==> src/rtl/pipeline_hazard_ctrl.sv <==
// pipeline_hazard_ctrl
//
// Hazard and exception sequencer for a four-register pipeline
// (IF_ID, ID_EX, EX_MEM, MEM_WB). It decides every cycle which pipeline
// registers load, which ones clear, and where the PC comes from.
//
// Ports
//   clk, reset            falling-edge clock, asynchronous active-low reset
//   id_src/id_src_valid   four 3-bit decoded source registers and their valids
//   branch_taken          taken branch resolved in ID
//   p1_memRead/p1_rd_load load in EX and its destination register
//   p1_cause/p1_invalid   arithmetic / invalid-opcode exception in EX
//   mem_req/mem_ready     MEM-stage access pending / completing this cycle
//   pc_write, pc_sel      PC enable; 0 sequential, 1 branch target, 2 vector
//   *_Write, *regWrite    pipeline register enables
//   if/id/ex/wb_flush     synchronous clears of the pipeline registers
//   epc_write/cause_write capture EX-stage PC and exc_cause
//   exc_cause             00 arithmetic, 01 invalid opcode, 10 bus timeout
//   ctrl_state            00 RUN, 01 MEM_WAIT, 10 EXC
//
// Outputs are Mealy (state plus current inputs). All state advances on the
// falling edge, in step with the pipeline registers it controls.
module pipeline_hazard_ctrl #(
    parameter int MEM_TIMEOUT     = 15,
    parameter int EXC_MASK_CYCLES = 2
) (
    input  logic        clk,
    input  logic        reset,
    input  logic [11:0] id_src,
    input  logic [3:0]  id_src_valid,
    input  logic        branch_taken,
    input  logic        p1_memRead,
    input  logic [2:0]  p1_rd_load,
    input  logic        p1_cause,
    input  logic        p1_invalid,
    input  logic        mem_req,
    input  logic        mem_ready,
    output logic        pc_write,
    output logic [1:0]  pc_sel,
    output logic        IF_Write,
    output logic        ID_Write,
    output logic        EX_MEMregWrite,
    output logic        MEM_WBregWrite,
    output logic        if_flush,
    output logic        id_flush,
    output logic        ex_flush,
    output logic        wb_flush,
    output logic        epc_write,
    output logic        cause_write,
    output logic [1:0]  exc_cause,
    output logic [1:0]  ctrl_state
);

    typedef enum logic [1:0] {
        RUN      = 2'b00,
        MEM_WAIT = 2'b01,
        EXC      = 2'b10
    } state_t;

    localparam logic [7:0] TIMEOUT_VAL = 8'(MEM_TIMEOUT);
    localparam logic [2:0] MASK_VAL    = 3'(EXC_MASK_CYCLES);

    state_t     state, stateNxt;
    logic [7:0] waitCnt, waitCntNxt;
    logic [2:0] maskCnt, maskCntNxt;

    logic loadUse;
    logic memStall;
    logic excReq;

    // A load in EX whose destination is read by any valid decoded source.
    always_comb begin
        loadUse = 1'b0;
        for (int i = 0; i < 4; i++) begin
            if (id_src_valid[i] && (id_src[3*i +: 3] == p1_rd_load))
                loadUse = 1'b1;
        end
        loadUse = loadUse & p1_memRead;
    end

    assign memStall = mem_req & ~mem_ready;
    assign excReq   = p1_cause | p1_invalid;

    always_comb begin
        pc_write       = 1'b1;
        pc_sel         = 2'd0;
        IF_Write       = 1'b1;
        ID_Write       = 1'b1;
        EX_MEMregWrite = 1'b1;
        MEM_WBregWrite = 1'b1;
        if_flush       = 1'b0;
        id_flush       = 1'b0;
        ex_flush       = 1'b0;
        wb_flush       = 1'b0;
        epc_write      = 1'b0;
        cause_write    = 1'b0;
        exc_cause      = 2'b00;
        stateNxt       = state;
        waitCntNxt     = waitCnt;
        maskCntNxt     = maskCnt;

        if (state == MEM_WAIT) begin
            if (mem_ready) begin
                // Completion beats a coincident timeout.
                stateNxt   = RUN;
                waitCntNxt = 8'd0;
            end else if (waitCnt == TIMEOUT_VAL) begin
                pc_sel      = 2'd2;
                if_flush    = 1'b1;
                id_flush    = 1'b1;
                ex_flush    = 1'b1;
                wb_flush    = 1'b1;
                epc_write   = 1'b1;
                cause_write = 1'b1;
                exc_cause   = 2'b10;
                stateNxt    = EXC;
                waitCntNxt  = 8'd0;
                maskCntNxt  = MASK_VAL;
            end else begin
                pc_write       = 1'b0;
                IF_Write       = 1'b0;
                ID_Write       = 1'b0;
                EX_MEMregWrite = 1'b0;
                wb_flush       = 1'b1;
                if (waitCnt != 8'hFF)
                    waitCntNxt = waitCnt + 8'd1;
            end
        end else begin
            // RUN and EXC share the hazard path; EXC only masks exceptions
            // and counts down its window.
            if (state == EXC) begin
                if (maskCnt > 3'd1) begin
                    maskCntNxt = maskCnt - 3'd1;
                end else begin
                    maskCntNxt = 3'd0;
                    stateNxt   = RUN;
                end
            end

            if (memStall) begin
                pc_write       = 1'b0;
                IF_Write       = 1'b0;
                ID_Write       = 1'b0;
                EX_MEMregWrite = 1'b0;
                wb_flush       = 1'b1;
                stateNxt       = MEM_WAIT;
                waitCntNxt     = 8'd1;
                maskCntNxt     = 3'd0;
            end else if ((state == RUN) && excReq) begin
                pc_sel      = 2'd2;
                if_flush    = 1'b1;
                id_flush    = 1'b1;
                ex_flush    = 1'b1;
                epc_write   = 1'b1;
                cause_write = 1'b1;
                exc_cause   = p1_invalid ? 2'b01 : 2'b00;
                stateNxt    = EXC;
                maskCntNxt  = MASK_VAL;
            end else if (loadUse) begin
                // ID is held, so a taken branch here is simply re-seen next cycle.
                pc_write = 1'b0;
                IF_Write = 1'b0;
                id_flush = 1'b1;
            end else if (branch_taken) begin
                pc_sel   = 2'd1;
                if_flush = 1'b1;
            end
        end

        ctrl_state = state;

        // Reset forces every output low immediately, not just at the next edge.
        if (!reset) begin
            pc_write       = 1'b0;
            pc_sel         = 2'd0;
            IF_Write       = 1'b0;
            ID_Write       = 1'b0;
            EX_MEMregWrite = 1'b0;
            MEM_WBregWrite = 1'b0;
            if_flush       = 1'b0;
            id_flush       = 1'b0;
            ex_flush       = 1'b0;
            wb_flush       = 1'b0;
            epc_write      = 1'b0;
            cause_write    = 1'b0;
            exc_cause      = 2'b00;
            ctrl_state     = 2'b00;
        end
    end

    always_ff @(negedge clk or negedge reset) begin
        if (!reset) begin
            state   <= RUN;
            waitCnt <= 8'd0;
            maskCnt <= 3'd0;
        end else begin
            state   <= stateNxt;
            waitCnt <= waitCntNxt;
            maskCnt <= maskCntNxt;
        end
    end

endmodule
==> config.mk <==
export PLATFORM = sky130hd
export DESIGN_NAME = pipeline_hazard_ctrl
export DESIGN_NICKNAME = d
export VERILOG_FILES = /design/src/rtl/pipeline_hazard_ctrl.sv
export SDC_FILE = /design/constraint.sdc
export NUM_CORES = 1
export LEC_CHECK = 0
export CAP_MARGIN = 5
export CORE_ASPECT_RATIO = 1.1
export CORE_MARGIN = 2
export CORE_UTILIZATION = 39
export CTS_BUF_LIST = sky130_fd_sc_hd__clkbuf_4 sky130_fd_sc_hd__clkbuf_8 sky130_fd_sc_hd__clkbuf_16
export CTS_CLUSTER_DIAMETER = 80
export DETAILED_ROUTE_END_ITERATION = 16
export GPL_ROUTABILITY_DRIVEN = 0
export GPL_TIMING_DRIVEN = 0
export PLACE_DENSITY = 0.73
export SLEW_MARGIN = 25
export SYNTH_ARGS = -nofsm -noshare
export SYNTH_HDL_FRONTEND = slang
export SYNTH_SLANG_ARGS = --single-unit
==> constraint.sdc <==
create_clock -name clk -period 2 [get_ports clk]
set_input_delay 0.4 -clock clk [delete_from_list [all_inputs] [get_ports clk]]
set_output_delay 0.4 -clock clk [all_outputs]
set_load 0.01 [all_outputs]
==> results.rst <==
.. list-table::
   :header-rows: 1

   * - Metric
     - Value
   * - Status
     - complete, but fails checks
   * - Failing checks
     - setup timing
   * - Critical path fanouts, max
     - 3
   * - Power after layout
     - 2054 uW
   * - Skew-Pair Late Insertion Delay
     - 0.29 ns
   * - Startpoint type of the worst setup path
     - flop
   * - Post-DP HPWL
     - 2462 um
   * - Peak supply drop
     - between 800 and 900 uV
   * - TritonCTS sink count
     - 13
   * - Slew Limit Headroom
     - 75.02%
   * - Detailed Route WL
     - 4091 um
   * - Number of violations of the max-capacitance limit
     - 0
   * - Unrepaired setup endpoints after global routing
     - yes
   * - Highest cell delay on the worst timing path
     - 0.55 ns
   * - Register share of total power
     - 20.9%
   * - Starting density of the core
     - 41.26%
   * - Top area cells in the synthesized netlist
     - sky130_fd_sc_hd__dfrtn_1, sky130_fd_sc_hd__xnor2_1, sky130_fd_sc_hd__o21ai_0, sky130_fd_sc_hd__nand2_1, sky130_fd_sc_hd__nor2_1
   * - Synth-to-layout area growth
     - 87.12%
   * - Number of non-filler instances in the completed layout
     - 258
   * - Most frequent cell after synthesis
     - sky130_fd_sc_hd__nand2_1
   * - Post-route ant nets
     - 0
   * - Layout filler cell count
     - 199
   * - Number of global-route vias before repair
     - between 1000 and 1500
   * - Leading cell types by count after synthesis
     - sky130_fd_sc_hd__nand2_1, sky130_fd_sc_hd__nor2_1, sky130_fd_sc_hd__dfrtn_1
   * - Most common flop cell mapped by yosys
     - sky130_fd_sc_hd__dfrtn_1
   * - Power per Cell Area
     - 957.6 nW/um^2
   * - Synthesized net count
     - 178
   * - Cell internal power dissipation
     - 1214 uW
   * - Dpl ws
     - -1.743 ns
   * - Critical path start-end classification
     - flop to primary output
   * - Share of layout cells above drive strength 1
     - 47.56%
   * - PortBufs
     - 39
   * - Kind of end point of the critical path
     - primary output
   * - Number of buffer and inverter instances along the worst setup path
     - 2
   * - Data arrival, critical path
     - slightly above 3 ns
   * - Minimum hold slack
     - ~0.43 ns
   * - DRC marker count from the first detailed-route iteration
     - 44
   * - Global-route wire length before repair
     - 5782 um
   * - Root Buffer
     - sky130_fd_sc_hd__clkbuf_4
   * - Total track usage
     - 21.82%
   * - Total inserted antenna cells
     - 0
   * - Clk pwr share
     - 9.2%
   * - List of cells traversed by the critical path
     - or4_4 > or2_4 > o21ai_2 > and2_4 > o21a_1 > buf_6 > buf_6
   * - Switching power summed over all nets
     - about 840 uW
   * - WP data required
     - 1.60 ns
   * - First drt pass iteration count
     - 4
   * - Clock skew
     - roughly 0.0022 ns
   * - CTS tree
     - built
   * - Die Area
     - 3389 sq um
   * - Count of flip-flops with a built-in enable after synthesis
     - 0
   * - Total of flip-flops plus latches after synthesis
     - 13
   * - Final-report max-slew violation count
     - 0
   * - Worst min path class
     - flop to flop
   * - Max Buffers Root-to-Sink
     - 2
   * - Clock slew seen by the registers of the worst setup and hold paths
     - 0.06 ns
   * - Highest metal layer used by the detailed router
     - met4
   * - Seq/Total Area, Yosys
     - 28.38%
   * - Post-route met1 wirelength
     - 1613 um
   * - Maximum number of pins on one net before global-route repair
     - 24
   * - Overall die width
     - 55.69 um
   * - I/O pins
     - 44
   * - Number of warnings reported in the yosys synthesis log
     - 0
   * - DIE HEIGHT
     - roughly 61 um
   * - Setup Viol. Count Final
     - 18
   * - Routed met2 length
     - ~2100 um
   * - Area share of the largest cell type after synthesis
     - 28.38%
   * - Fraction of registers with async set/reset
     - 100.0%
   * - Top cell family by delay on the critical path
     - simple AND/OR/NAND/NOR gates
   * - Post-route setup slack
     - -1.495 ns
   * - Number of vias per cell after detailed routing
     - ~5.4
   * - Most common cell on crit path
     - sky130_fd_sc_hd__buf_6
   * - Final global-route overflow total
     - 0
   * - Combinational share of power
     - 69.9%
   * - Met3 wirelength from detailed routing
     - 224 um
   * - Dominant cell type by area after synthesis
     - sky130_fd_sc_hd__dfrtn_1
   * - Number of standard cells after synthesis
     - 148
   * - Placed Cells incl. Taps
     - 220
   * - Worst slew pin tran
     - 0.3740 ns
   * - Number of rows in the core area
     - 20
   * - Count of nets after finishing
     - 256
   * - Critical-path top delay cell
     - sky130_fd_sc_hd__or4_4
   * - Static Leakage
     - between 0.0009 and 0.001 uW
   * - Mean routed wirelength per cell
     - 15.86 um
   * - Final hold violation count
     - 0
   * - Total negative slack
     - -19.61 ns
   * - Mean instance size in the synthesized netlist
     - a little under 8 sq um
   * - Netlist area before placement
     - ~1100 sq um
   * - Distinct cell type count after synthesis
     - 38
   * - Floorplan core area
     - around 2800 sq um
   * - CTS H-Tree Depth
     - 1
   * - Number of clock buffers inserted by TritonCTS
     - 3
   * - Initial antenna violation count
     - 0
   * - Drt drc
     - 0
   * - Switching share of total power
     - 40.88%
   * - Vias post-DR
     - 1399
==> worst paths after layout <==
path,startpoint,endpoint,slack [ns],depth (start not counted)
max,waitCnt[6]$_DFFE_NN0P_,pc_write,-1.50,7
min,maskCnt[2]$_DFFE_NN0P_,maskCnt[2]$_DFFE_NN0P_,0.43,1
max reg2reg,waitCnt[6]$_DFFE_NN0P_,maskCnt[2]$_DFFE_NN0P_,0.14,8
min reg2reg,maskCnt[2]$_DFFE_NN0P_,maskCnt[2]$_DFFE_NN0P_,0.43,1
max in group asynchronous,reset,state[1]$_DFFE_NN0P_,0.81,1
min in group asynchronous,reset,waitCnt[6]$_DFFE_NN0P_,0.91,1
==> worst register-to-register path: stages, from the launching register on <==
cell	delay, ns
sky130_fd_sc_hd__dfrtn_1	0.37
sky130_fd_sc_hd__or4_4	0.55
sky130_fd_sc_hd__buf_6	0.15
sky130_fd_sc_hd__nor2_4	0.11
sky130_fd_sc_hd__buf_6	0.12
sky130_fd_sc_hd__buf_4	0.12
sky130_fd_sc_hd__o22ai_4	0.09
sky130_fd_sc_hd__o21ai_1	0.12
sky130_fd_sc_hd__o21ai_1	0.08
==> placed cells by master (no fill, tap or decap), types with 4 or more instances in the layout <==
| cell | netlist | final |
|---|---|---|
| sky130_fd_sc_hd__xnor2_1 | 12 | 12 |
| sky130_fd_sc_hd__buf_4 | 6 | 24 |
| sky130_fd_sc_hd__dfrtn_1 | 13 | 13 |
| sky130_fd_sc_hd__nand3_1 | 7 | 6 |
| sky130_fd_sc_hd__clkbuf_4 | 0 | 5 |
| sky130_fd_sc_hd__and3_1 | 4 | 4 |
| sky130_fd_sc_hd__nor2_1 | 14 | 10 |
| sky130_fd_sc_hd__clkdlybuf4s50_1 | 0 | 19 |
| sky130_fd_sc_hd__nand4_1 | 6 | 6 |
| sky130_fd_sc_hd__and2_4 | 0 | 4 |
| sky130_fd_sc_hd__nand2_1 | 15 | 14 |
| sky130_fd_sc_hd__buf_6 | 0 | 27 |
| sky130_fd_sc_hd__nor2_2 | 2 | 5 |
| sky130_fd_sc_hd__o21ai_1 | 2 | 10 |
| sky130_fd_sc_hd__buf_2 | 3 | 8 |
==> power groups by stage <==
| stage | registers (uW) | clock network (uW) | logic (uW) |
|---|---|---|---|
| 6_report | 430 | 189 | 1440 |
| 5_1_grt | 440 | 199 | 1550 |
| 4_1_cts | 416 | 188 | 1190 |
| 3_5_place_dp | 427 | 0 | 969 |
| 3_3_place_gp | 418 | 0 | 948 |
| 2_1_floorplan | 407 | 0 | 695 |
==> repair_timing <==
action	CTS	global route
endpoints found under the hold margin	0	0
hold buffers	0	0
setup buffers	21	16
pin swaps	15	20
setup endpoints to repair	43	23
gates resized for setup	105	30
==> per-stage QoR <==
stage	util, %	area [sq um]
finish	77.21	2145
global route	77.21	2145
CTS	69.73	1937
detailed placement	62.25	1729
global placement	62.25	1729
floorplan	-	1297
==> cell type report <==
cell class / instances / area, sq um / area share (%)
inverter: 5 / 23.77 / 1.109
clock buffer: 4 / 30.03 / 1.400
buffer: 12 / 121.4 / 5.659
multi-input combinational: 117 / 920.9 / 42.94
sequential: 13 / 325.3 / 15.17
timing repair buffer: 74 / 681.9 / 31.80
tap: 33 / 41.29 / 1.925
==> state kept, by name, summed over array words and instances, names as in the netlist <==
register,flops
waitCnt,8
maskCnt,3
state,2
==> per-layer routing <==
layer / global-route usage, % / up-vias
met5: 0 / -
met4: 8.711 / 0
met3: 5.330 / 13
met2: 40.31 / 55
met1: 24.61 / 662
li1: - / 669
==> logic make-up (layout without fill, tap and decap cells) <==
| family | count (synthesis) | after routing | synth area share, % |
|---|---|---|---|
| DFF | 13 | 13 | 28.38 |
| and+or+nand+nor | 65 | 65 | 29.15 |
| AOI/OAI and AO/OA | 35 | 35 | 20.31 |
| adders and majority gates | 3 | 3 | 3.275 |
| buffers and inverters | 18 | 95 | 8.187 |
| xor gates and xnor gates | 14 | 14 | 10.70 |
No activity file was read; power rests on OpenSTA's default activity.
